==> src/rtl/prefetch_queue_pkg.sv <==
// ============================================================================
// Module      : prefetch_queue_pkg
// Description : Shared types and constants for the instruction prefetch queue.
// Revision    : 1.0 - initial release
// ============================================================================
`default_nettype none

package prefetch_queue_pkg;

    localparam logic [31:0] RESET_PC_DEFAULT = 32'h8000_0000;

    typedef enum logic [1:0] {
        ST_FETCH  = 2'd0,
        ST_STALL  = 2'd1,
        ST_SQUASH = 2'd2
    } state_t;

    typedef struct packed {
        logic [31:0] inst;
        logic [31:0] pc;
    } entry_t;

    function automatic logic [31:0] align_word(input logic [31:0] addr);
        return {addr[31:2], 2'b00};
    endfunction

endpackage

`default_nettype wire

==> src/rtl/prefetch_fifo.sv <==
// ============================================================================
// Module      : prefetch_fifo
// Description : Circular buffer of fetched {inst, pc} entries with occupancy.
// Revision    : 1.0 - initial release
// ============================================================================
`default_nettype none

module prefetch_fifo
    import prefetch_queue_pkg::*;
#(
    parameter int DEPTH = 4
) (
    input  logic                     clk,
    input  logic                     nrst,
    input  logic                     push,
    input  logic                     pop,
    input  logic                     flush,
    input  entry_t                   wdata,
    output entry_t                   head,
    output logic [$clog2(DEPTH):0]   count
);

    localparam int AW = $clog2(DEPTH);
    localparam logic [AW:0] FULL = (AW+1)'(DEPTH);

    entry_t        mem [DEPTH];
    logic [AW-1:0] wr_ptr;
    logic [AW-1:0] rd_ptr;
    logic          do_push;
    logic          do_pop;

    // A full queue still takes a push when the head leaves in the same cycle.
    assign do_pop  = pop && (count != '0);
    assign do_push = push && ((count != FULL) || do_pop);

    always_ff @(posedge clk) begin
        if (do_push && !flush) begin
            mem[wr_ptr] <= wdata;
        end
    end

    always_ff @(posedge clk or negedge nrst) begin
        if (!nrst) begin
            wr_ptr <= '0;
            rd_ptr <= '0;
            count  <= '0;
        end else if (flush) begin
            wr_ptr <= '0;
            rd_ptr <= '0;
            count  <= '0;
        end else begin
            if (do_push) begin
                wr_ptr <= wr_ptr + AW'(1);
            end
            if (do_pop) begin
                rd_ptr <= rd_ptr + AW'(1);
            end
            case ({do_push, do_pop})
                2'b10:   count <= count + (AW+1)'(1);
                2'b01:   count <= count - (AW+1)'(1);
                default: count <= count;
            endcase
        end
    end

    assign head = (count != '0) ? mem[rd_ptr] : '0;

endmodule

`default_nettype wire

==> src/rtl/prefetch_queue.sv <==
// ============================================================================
// Module      : prefetch_queue
// Description : Instruction prefetcher feeding an RV32C fetch buffer; optional
//               statistics counters enabled by macro PREFETCH_STATS_EN.
// Revision    : 1.0 - initial release
// ============================================================================
`default_nettype none

module prefetch_queue
    import prefetch_queue_pkg::*;
#(
    parameter logic [31:0] RESET_PC = RESET_PC_DEFAULT,
    parameter int          DEPTH    = 4
) (
    input  logic                     clk,
    input  logic                     nrst,
    input  logic                     redirect_en,
    input  logic [31:0]              redirect_pc,
    output logic                     imem_ren,
    output logic [31:0]              imem_addr,
    input  logic                     imem_busy,
    input  logic [31:0]              imem_rdata,
    input  logic                     deq_en,
    output logic                     q_valid,
    output logic [31:0]              q_inst,
    output logic [31:0]              q_pc,
    output logic [$clog2(DEPTH):0]   q_count,
    output logic [31:0]              fetch_cnt,
    output logic [31:0]              squash_cnt
);

    localparam int          CW     = $clog2(DEPTH) + 1;
    localparam logic [CW-1:0] FULL   = CW'(DEPTH);
    localparam logic [CW-1:0] ALMOST = CW'(DEPTH - 1);

    state_t      state;
    logic        started;
    logic [31:0] fetch_pc;
    logic [31:0] squash_addr;
    logic        complete;
    logic        push;
    logic        pop_eff;
    logic        goes_full;
    entry_t      head;

    // The request line stays low during reset and for the first edge after it.
    assign imem_ren  = started && (state != ST_STALL);
    assign imem_addr = (state == ST_SQUASH) ? squash_addr : fetch_pc;
    assign complete  = imem_ren && !imem_busy;
    assign push      = complete && (state == ST_FETCH) && !redirect_en;
    assign pop_eff   = deq_en && q_valid;
    assign goes_full = push && !pop_eff && (q_count == ALMOST);

    prefetch_fifo #(
        .DEPTH (DEPTH)
    ) u_fifo (
        .clk   (clk),
        .nrst  (nrst),
        .push  (push),
        .pop   (deq_en),
        .flush (redirect_en),
        .wdata ('{inst: imem_rdata, pc: fetch_pc}),
        .head  (head),
        .count (q_count)
    );

    assign q_valid = (q_count != '0);
    assign q_inst  = head.inst;
    assign q_pc    = head.pc;

    always_ff @(posedge clk or negedge nrst) begin
        if (!nrst) begin
            state       <= ST_FETCH;
            started     <= 1'b0;
            fetch_pc    <= RESET_PC;
            squash_addr <= '0;
        end else begin
            started <= 1'b1;
            if (redirect_en) begin
                fetch_pc <= align_word(redirect_pc);
                // A stalled bus keeps the old address until its data is thrown away.
                if (imem_ren && imem_busy) begin
                    state <= ST_SQUASH;
                    if (state == ST_FETCH) begin
                        squash_addr <= fetch_pc;
                    end
                end else begin
                    state <= ST_FETCH;
                end
            end else begin
                case (state)
                    ST_FETCH: begin
                        if (complete) begin
                            fetch_pc <= fetch_pc + 32'd4;
                            if (goes_full) begin
                                state <= ST_STALL;
                            end
                        end
                    end
                    ST_STALL: begin
                        if (pop_eff || (q_count != FULL)) begin
                            state <= ST_FETCH;
                        end
                    end
                    ST_SQUASH: begin
                        if (complete) begin
                            state <= ST_FETCH;
                        end
                    end
                    default: state <= ST_FETCH;
                endcase
            end
        end
    end

`ifdef PREFETCH_STATS_EN
    logic [31:0] fetch_q;
    logic [31:0] squash_q;

    always_ff @(posedge clk or negedge nrst) begin
        if (!nrst) begin
            fetch_q  <= '0;
            squash_q <= '0;
        end else if (complete) begin
            fetch_q <= fetch_q + 32'd1;
            if (redirect_en || (state == ST_SQUASH)) begin
                squash_q <= squash_q + 32'd1;
            end
        end
    end

    assign fetch_cnt  = fetch_q;
    assign squash_cnt = squash_q;
`else
    assign fetch_cnt  = '0;
    assign squash_cnt = '0;
`endif

endmodule

`default_nettype wire

==> config.mk <==
export PLATFORM = sky130hd
export DESIGN_NAME = prefetch_queue
export DESIGN_NICKNAME = d
export VERILOG_FILES = /design/src/rtl/prefetch_queue_pkg.sv /design/src/rtl/prefetch_fifo.sv /design/src/rtl/prefetch_queue.sv
export SDC_FILE = /design/constraint.sdc
export NUM_CORES = 1
export LEC_CHECK = 0
export CORE_UTILIZATION = 41
export CTS_CLUSTER_DIAMETER = 80
export DETAILED_ROUTE_END_ITERATION = 7
export GPL_ROUTABILITY_DRIVEN = 0
export PLACE_DENSITY_LB_ADDON = 0.1
export SLEW_MARGIN = 20
export SYNTH_ARGS = -nofsm -noshare
export SYNTH_HDL_FRONTEND = slang
export SYNTH_SLANG_ARGS = --single-unit
==> constraint.sdc <==
create_clock -name clk -period 5.18 [get_ports clk]
set_input_delay 0.518 -clock clk [delete_from_list [all_inputs] [get_ports clk]]
set_output_delay 0.518 -clock clk [all_outputs]
set_load 0.05 [all_outputs]
# Yosys cells after proc, flatten, opt, wreduce, memory -nomap -nowiden
# Memory sizes are Yosys's and may differ from the RTL's.
# Index checks and enable logic that the tools add are counted.
dict set report totals {
  output_inout_bits 165
  latchBits 0
  rom_bits 0
  elab_cells 68
  inputBits 69
  mem_bits_rw 256
  ff_bits 74
  memories 1
}
dict set report op_classes {
  bitwise_logic 0
  n_reduce_logical 24
  eq_ne 11
  add_sub_neg 5
  shift 0
  n_lt_le_gt_ge 0
  multipliers 0
  muxes 20
  div 0
}
# memory depth width rd rd_clocked_by_memory_dff wr line_no
set mem_list {}
lappend mem_list {u_fifo.mem 4 64 1 0 1 prefetch_fifo.sv:26} ;# entry_t mem [DEPTH];
# operator n
set op_table {}
lappend op_table {{$mux 32} 4}
lappend op_table {{$mux 64} 1}
lappend op_table {{$add 32x3->32 const B} 1}
lappend op_table {{$mux 2} 10}
lappend op_table {{$ne 3x3->1 const B} 5}
lappend op_table {{$logic_and 1x1->1} 10}
lappend op_table {{$reduce_bool 2->1} 4}
lappend op_table {{$pmux 2 s3} 1}
lappend op_table {{$pmux 3 s2} 1}
lappend op_table {{$reduce_bool 3->1} 2}
lappend op_table {{$add 2x1->2 const B} 2}
lappend op_table {{$eq 2x1->1 const B} 2}
lappend op_table {{$eq 2x2->1 const B} 2}
lappend op_table {{$reduce_and 4->1} 1}
lappend op_table {{$add 3x1->3 const B} 1}
lappend op_table {{$eq 3x2->1 const B} 1}
lappend op_table {{$logic_not 1->1} 3}
lappend op_table {{$mux 3} 1}
lappend op_table {{$reduce_and 3->1} 1}
lappend op_table {{$sub 3x1->3 const B} 1}
lappend op_table {{$logic_not 2->1} 1}
lappend op_table {{$mux 1} 2}
lappend op_table {{$ne 2x1->1 const B} 1}
lappend op_table {{$reduce_and 2->1} 1}
lappend op_table {{$logic_or 1x1->1} 1}

# Depth between registers and ports, before layout
dict set report logic_depth {
  depth_word 11
  ltp_mapped 9
  depth_no_buf 8
}

# Cells and area by module
# From an unflattened synthesis, not the netlist that was laid out.
dict set report hier_totals {
  hier_cells 854
  area_unflattened_um2 14094.8
}
# module n_inst seq_area_each_um2 cells_each area_each_um2
set by_module_without_submodules {}
lappend by_module_without_submodules {prefetch_fifo 1 7862.5 467 10209.8}
lappend by_module_without_submodules {prefetch_queue 1 1577.8 387 3885.0}

# Worst setup path after synthesis
# Ideal clock, no wire load.
dict set report synth_timing {
  path_type {input to register}
  start {input port imem_busy}
  end {memory u_fifo.mem[0][10] (netlist name), enable pin}
  path_stages 4
  setup_ns 0.426
  setup_slack_ns 1.817
  n_path_buf 1
  required_ns 4.754
  arrival_ns 2.937
  cell_sequence {or4b_1 -> buf_2 -> nor3_4 -> and2_1}
}
dict set report synth_between {
  elab_chain_len 8
}
# element line_no
set synth_lines {}
lappend synth_lines {{start: declaration} prefetch_queue.sv:21} ;# input logic imem_busy,
lappend synth_lines {{$logic_not 1->1} prefetch_queue.sv:49} ;# assign complete = imem_ren && !imem_busy;
lappend synth_lines {{$logic_and 1x1->1} prefetch_queue.sv:49}
lappend synth_lines {{$logic_and 1x1->1 (2 in a row)} prefetch_queue.sv:50} ;# assign push = complete && (state == ST_FETCH) && !redirect_en;
lappend synth_lines {{$logic_and 1x1->1} prefetch_fifo.sv:34} ;# assign do_push = push && ((count != FULL) || do_pop);
lappend synth_lines {{$logic_and 1x1->1} prefetch_fifo.sv:37} ;# if (do_push && !flush) begin
lappend synth_lines {{$mux 1} prefetch_fifo.sv:37}
lappend synth_lines {{$mux 1 (implied by the code)} prefetch_fifo.sv:38} ;# mem[wr_ptr] <= wdata;
lappend synth_lines {{end: declaration} prefetch_fifo.sv:26}
# Every way passes these cells.

# Worst setup path after layout
dict set report layout_timing {
  start {register u_fifo.rd_ptr[0]}
  end {output port q_pc[18]}
}
dict set report layout_between {
  elab_chain_len 2
}
# element line_no
set layout_lines {}
lappend layout_lines {{start: declaration} prefetch_fifo.sv:28} ;# logic [AW-1:0] rd_ptr;
lappend layout_lines {{start signal: assignment} prefetch_fifo.sv:56} ;# rd_ptr <= rd_ptr + AW'(1);
lappend layout_lines {{$mem_v2 4x64} n/a}
lappend layout_lines {{$mux 64} prefetch_fifo.sv:66} ;# assign head = (count != '0) ? mem[rd_ptr] : '0;
lappend layout_lines {{end: declaration} prefetch_queue.sv:26} ;# output logic [31:0] q_pc,
# Every way passes these cells.

==> results_dict.tcl <==
set metrics [dict create \
    synthArstFlopShare 0.220 \
    drv_slew 0 \
    grt_use_total 0.161 \
    synth_edf_count 248 \
    die_area_mm2 0.0339 \
    initialDrtViolationCount 379 \
    grt_max_degree 74 \
    peakVddDrop_mv 0.260 \
    synth_area_leader_cell "edfxtp_1" \
    tritoncts "yes" \
    clk_latency_ns 0.50 \
    ys_ff_latch 318 \
    status "finished, final reports clean" \
    die_x_um 184 \
    worst-setup-path-type "flip-flop to output port" \
    pre_cts_ws_ns 1.52 \
    portBuffers 163 \
    synth.distinct_cells 44 \
    mappedNetlistArea_mm2 0.0136 \
    vias 7068 \
    cts_resized 0 \
    hold_viol_final 0 \
    crit_fanout 37 \
    clock_path_buffers 3 \
    fin_ws_ns 1.42 \
    yosysMostFrequentCell "edfxtp_1" \
    yosys.area_share.simple 0.0730 \
    fin_skew_ns 0.0191 \
    worstPathCellList "buf_4 -> mux4_2 -> and2_1 -> clkdlybuf4s50_1" \
    final_nets 1065 \
    antenna_found_initial 0 \
    yosysTopAreaCellShare 0.547 \
    cts-root-buf "clkbuf_16" \
    wire_per_inst_um 18.4 \
    grt_pass1_wl_um 41100 \
    slew_headroom 0.335 \
    fin_tns_setup_ns 0 \
    syn_area_per_cell_um2 16.6 \
    core_mm2 0.0326 \
    synth-xor-area-share 0.0193 \
    cts_buffers 35 \
    drv_cap 0 \
    worst_pin_slew_ns 0.998 \
    io_pins 234 \
    clock-sinks 318 \
    hold_buffers 0 \
    drt_pass1_iterations 4 \
    yosysWarnings 0 \
    grt_pass1_vias 7161 \
    grt-ovfl-total 0 \
    cp_slowest_cell "dfrtp_4" \
    post_drt_via_cell_ratio 4.86 \
    drc 0 \
    synthTopCellsByArea "edfxtp_1 55%, dfrtp_1 13%, mux4_2 10%" \
    synthAdderAreaFrac 0.00606 \
    cts_setup_buffers 0 \
    netlist_top_cells_count "248 x edfxtp_1, 69 x buf_4, 69 x dfrtp_1, 67 x and2_1, 62 x mux4_2" \
    fin_crit_sh 0.726 \
    start_util 0.417 \
    h-tree-depth 2 \
    synth-compound-area-share 0.0188 \
    synth_mux_area_frac 0.155 \
    worst_setup_path_end_kind "output port" \
    hold_class "primary input to asynchronous set/reset pin" \
    clock.fmax_ghz 0.266 \
    arrival_ns 3.24 \
    diodes 0 \
    seq_area_mm2 0.00921 \
    critPathRequiredTime_ns 4.66 \
    rsz0062_at_grt "false" \
    ant_nets 0 \
    startpoint_type "flip-flop" \
    crit_family "buffers and inverters" \
    dp_hpwl_um 15700 \
    synth_ff_type "edfxtp_1" \
    fill_cells 2747 \
    die_h_um 184 \
    wirelength_um 26700 \
    multi_input_comb_area_mm2 0.00398 \
    cp.buffers_inverters 2 \
    num_rows 66 \
    cts.clk_slew.worst_paths_ns 0.06 \
    synth_top_family_by_area "multiplexers" \
    syn_inst 821 \
    p_per_area_mw_per_mm2 527 \
    min_period_ns 3.76 \
    yosysSeqAreaShare 0.676 \
    leakagePower_nw 5.69 \
    slowest_delay_ns 0.92 \
    drive_above_1_share 0.193 \
    final-setup-viol-count 0 \
    synthToLayoutAreaGrowth_pct 21.7 \
]
report_power, final:
part | switching, mW | leakage [nW] | internal [mW] | total (mW)
combinational | 2.00 | 2.05 | 1.21 | 3.21
sequential | 0.224 | 3.10 | 2.90 | 3.13
clock | 0.935 | 0.542 | 1.46 | 2.39
per-stage QoR:
step	cell area, µm²	util	hold WS, ns	cells	power (mW)
after detailed placement	15500	0.474	0.492	1395	6.46
final	16600	0.508	0.0858	1455	8.74
after global placement	15500	0.474	0.483	1395	6.45
after floorplan	13900	-	0.222	888	5.45
after global routing	16600	0.508	0.132	1455	9.12
after CTS	16600	0.508	0.103	1455	8.88
cell families after synthesis:
logic type      count (synthesis)
flops                         318
mux                           126
compound gates                 46
buf+inv                       115
other cells                     2
simple gates                  178
fa+ha+maj                       6
xor+xnor                       30
worst paths after layout:
kind / from / end / slack (ns) / cells past startpoint
hold reg to reg: squash_addr[9] / squash_addr[9] / 0.50 / 1
hold / removal: nrst / squash_addr[17] / 0.09 / 1
setup / recovery: u_fifo.rd_ptr[0] / q_pc[18] / 1.42 / 4
setup reg to reg: state[0] / u_fifo.mem[0][45] / 2.13 / 3
min in group clk: redirect_en / u_fifo.wr_ptr[0] / 0.45 / 4
max in group asynchronous: nrst / u_fifo.rd_ptr[1] / 4.04 / 2
cell usage in the layout (no fill, tap or decap), drive strengths merged, types with 3 or more instances in the layout:
| cell | instances |
|---|---|
| a21oi | 5 |
| and2 | 67 |
| and3 | 5 |
| and4 | 3 |
| buf | 11 |
| bufinv | 3 |
| clkbuf | 44 |
| clkdlybuf4s50 | 161 |
| clkinv | 11 |
| conb | 69 |
| dfrtp | 69 |
| edfxtp | 248 |
| ha | 5 |
| inv | 8 |
| mux2 | 61 |
| mux2i | 3 |
| mux4 | 62 |
| nand2 | 41 |
| nand3 | 17 |
| nand4 | 8 |
| nand4b | 3 |
| nor2 | 16 |
| nor2b | 4 |
| nor3 | 5 |
| nor4 | 4 |
| o21ai | 32 |
| xnor2 | 13 |
| xor2 | 17 |
final cells by class:
type	count	area share
Timing Repair Buffer	172	0.102
Multi-Input combinational cell	455	0.240
Sequential cell	318	0.555
Tap cell	442	0.0334
Inverter	8	0.00181
Clock buffer	44	0.0580
Clock inverter	16	0.00921
registers in the layout, indices dropped and copies added (netlist names):
register and cells:
fetch_pc 30, squash_addr 30, started 1, state 2, u_fifo.count 3, u_fifo.mem 248, u_fifo.rd_ptr 2, u_fifo.wr_ptr 2
routing by layer:
metal  share of wire  GRT usage  routed length (µm)
met5               0          0                   0
met4           0.016     0.0397                 423
met3           0.053     0.0302                1420
met2            0.48      0.264               12800
met1            0.45      0.222               12100
(Power assumes the default switching activity.)
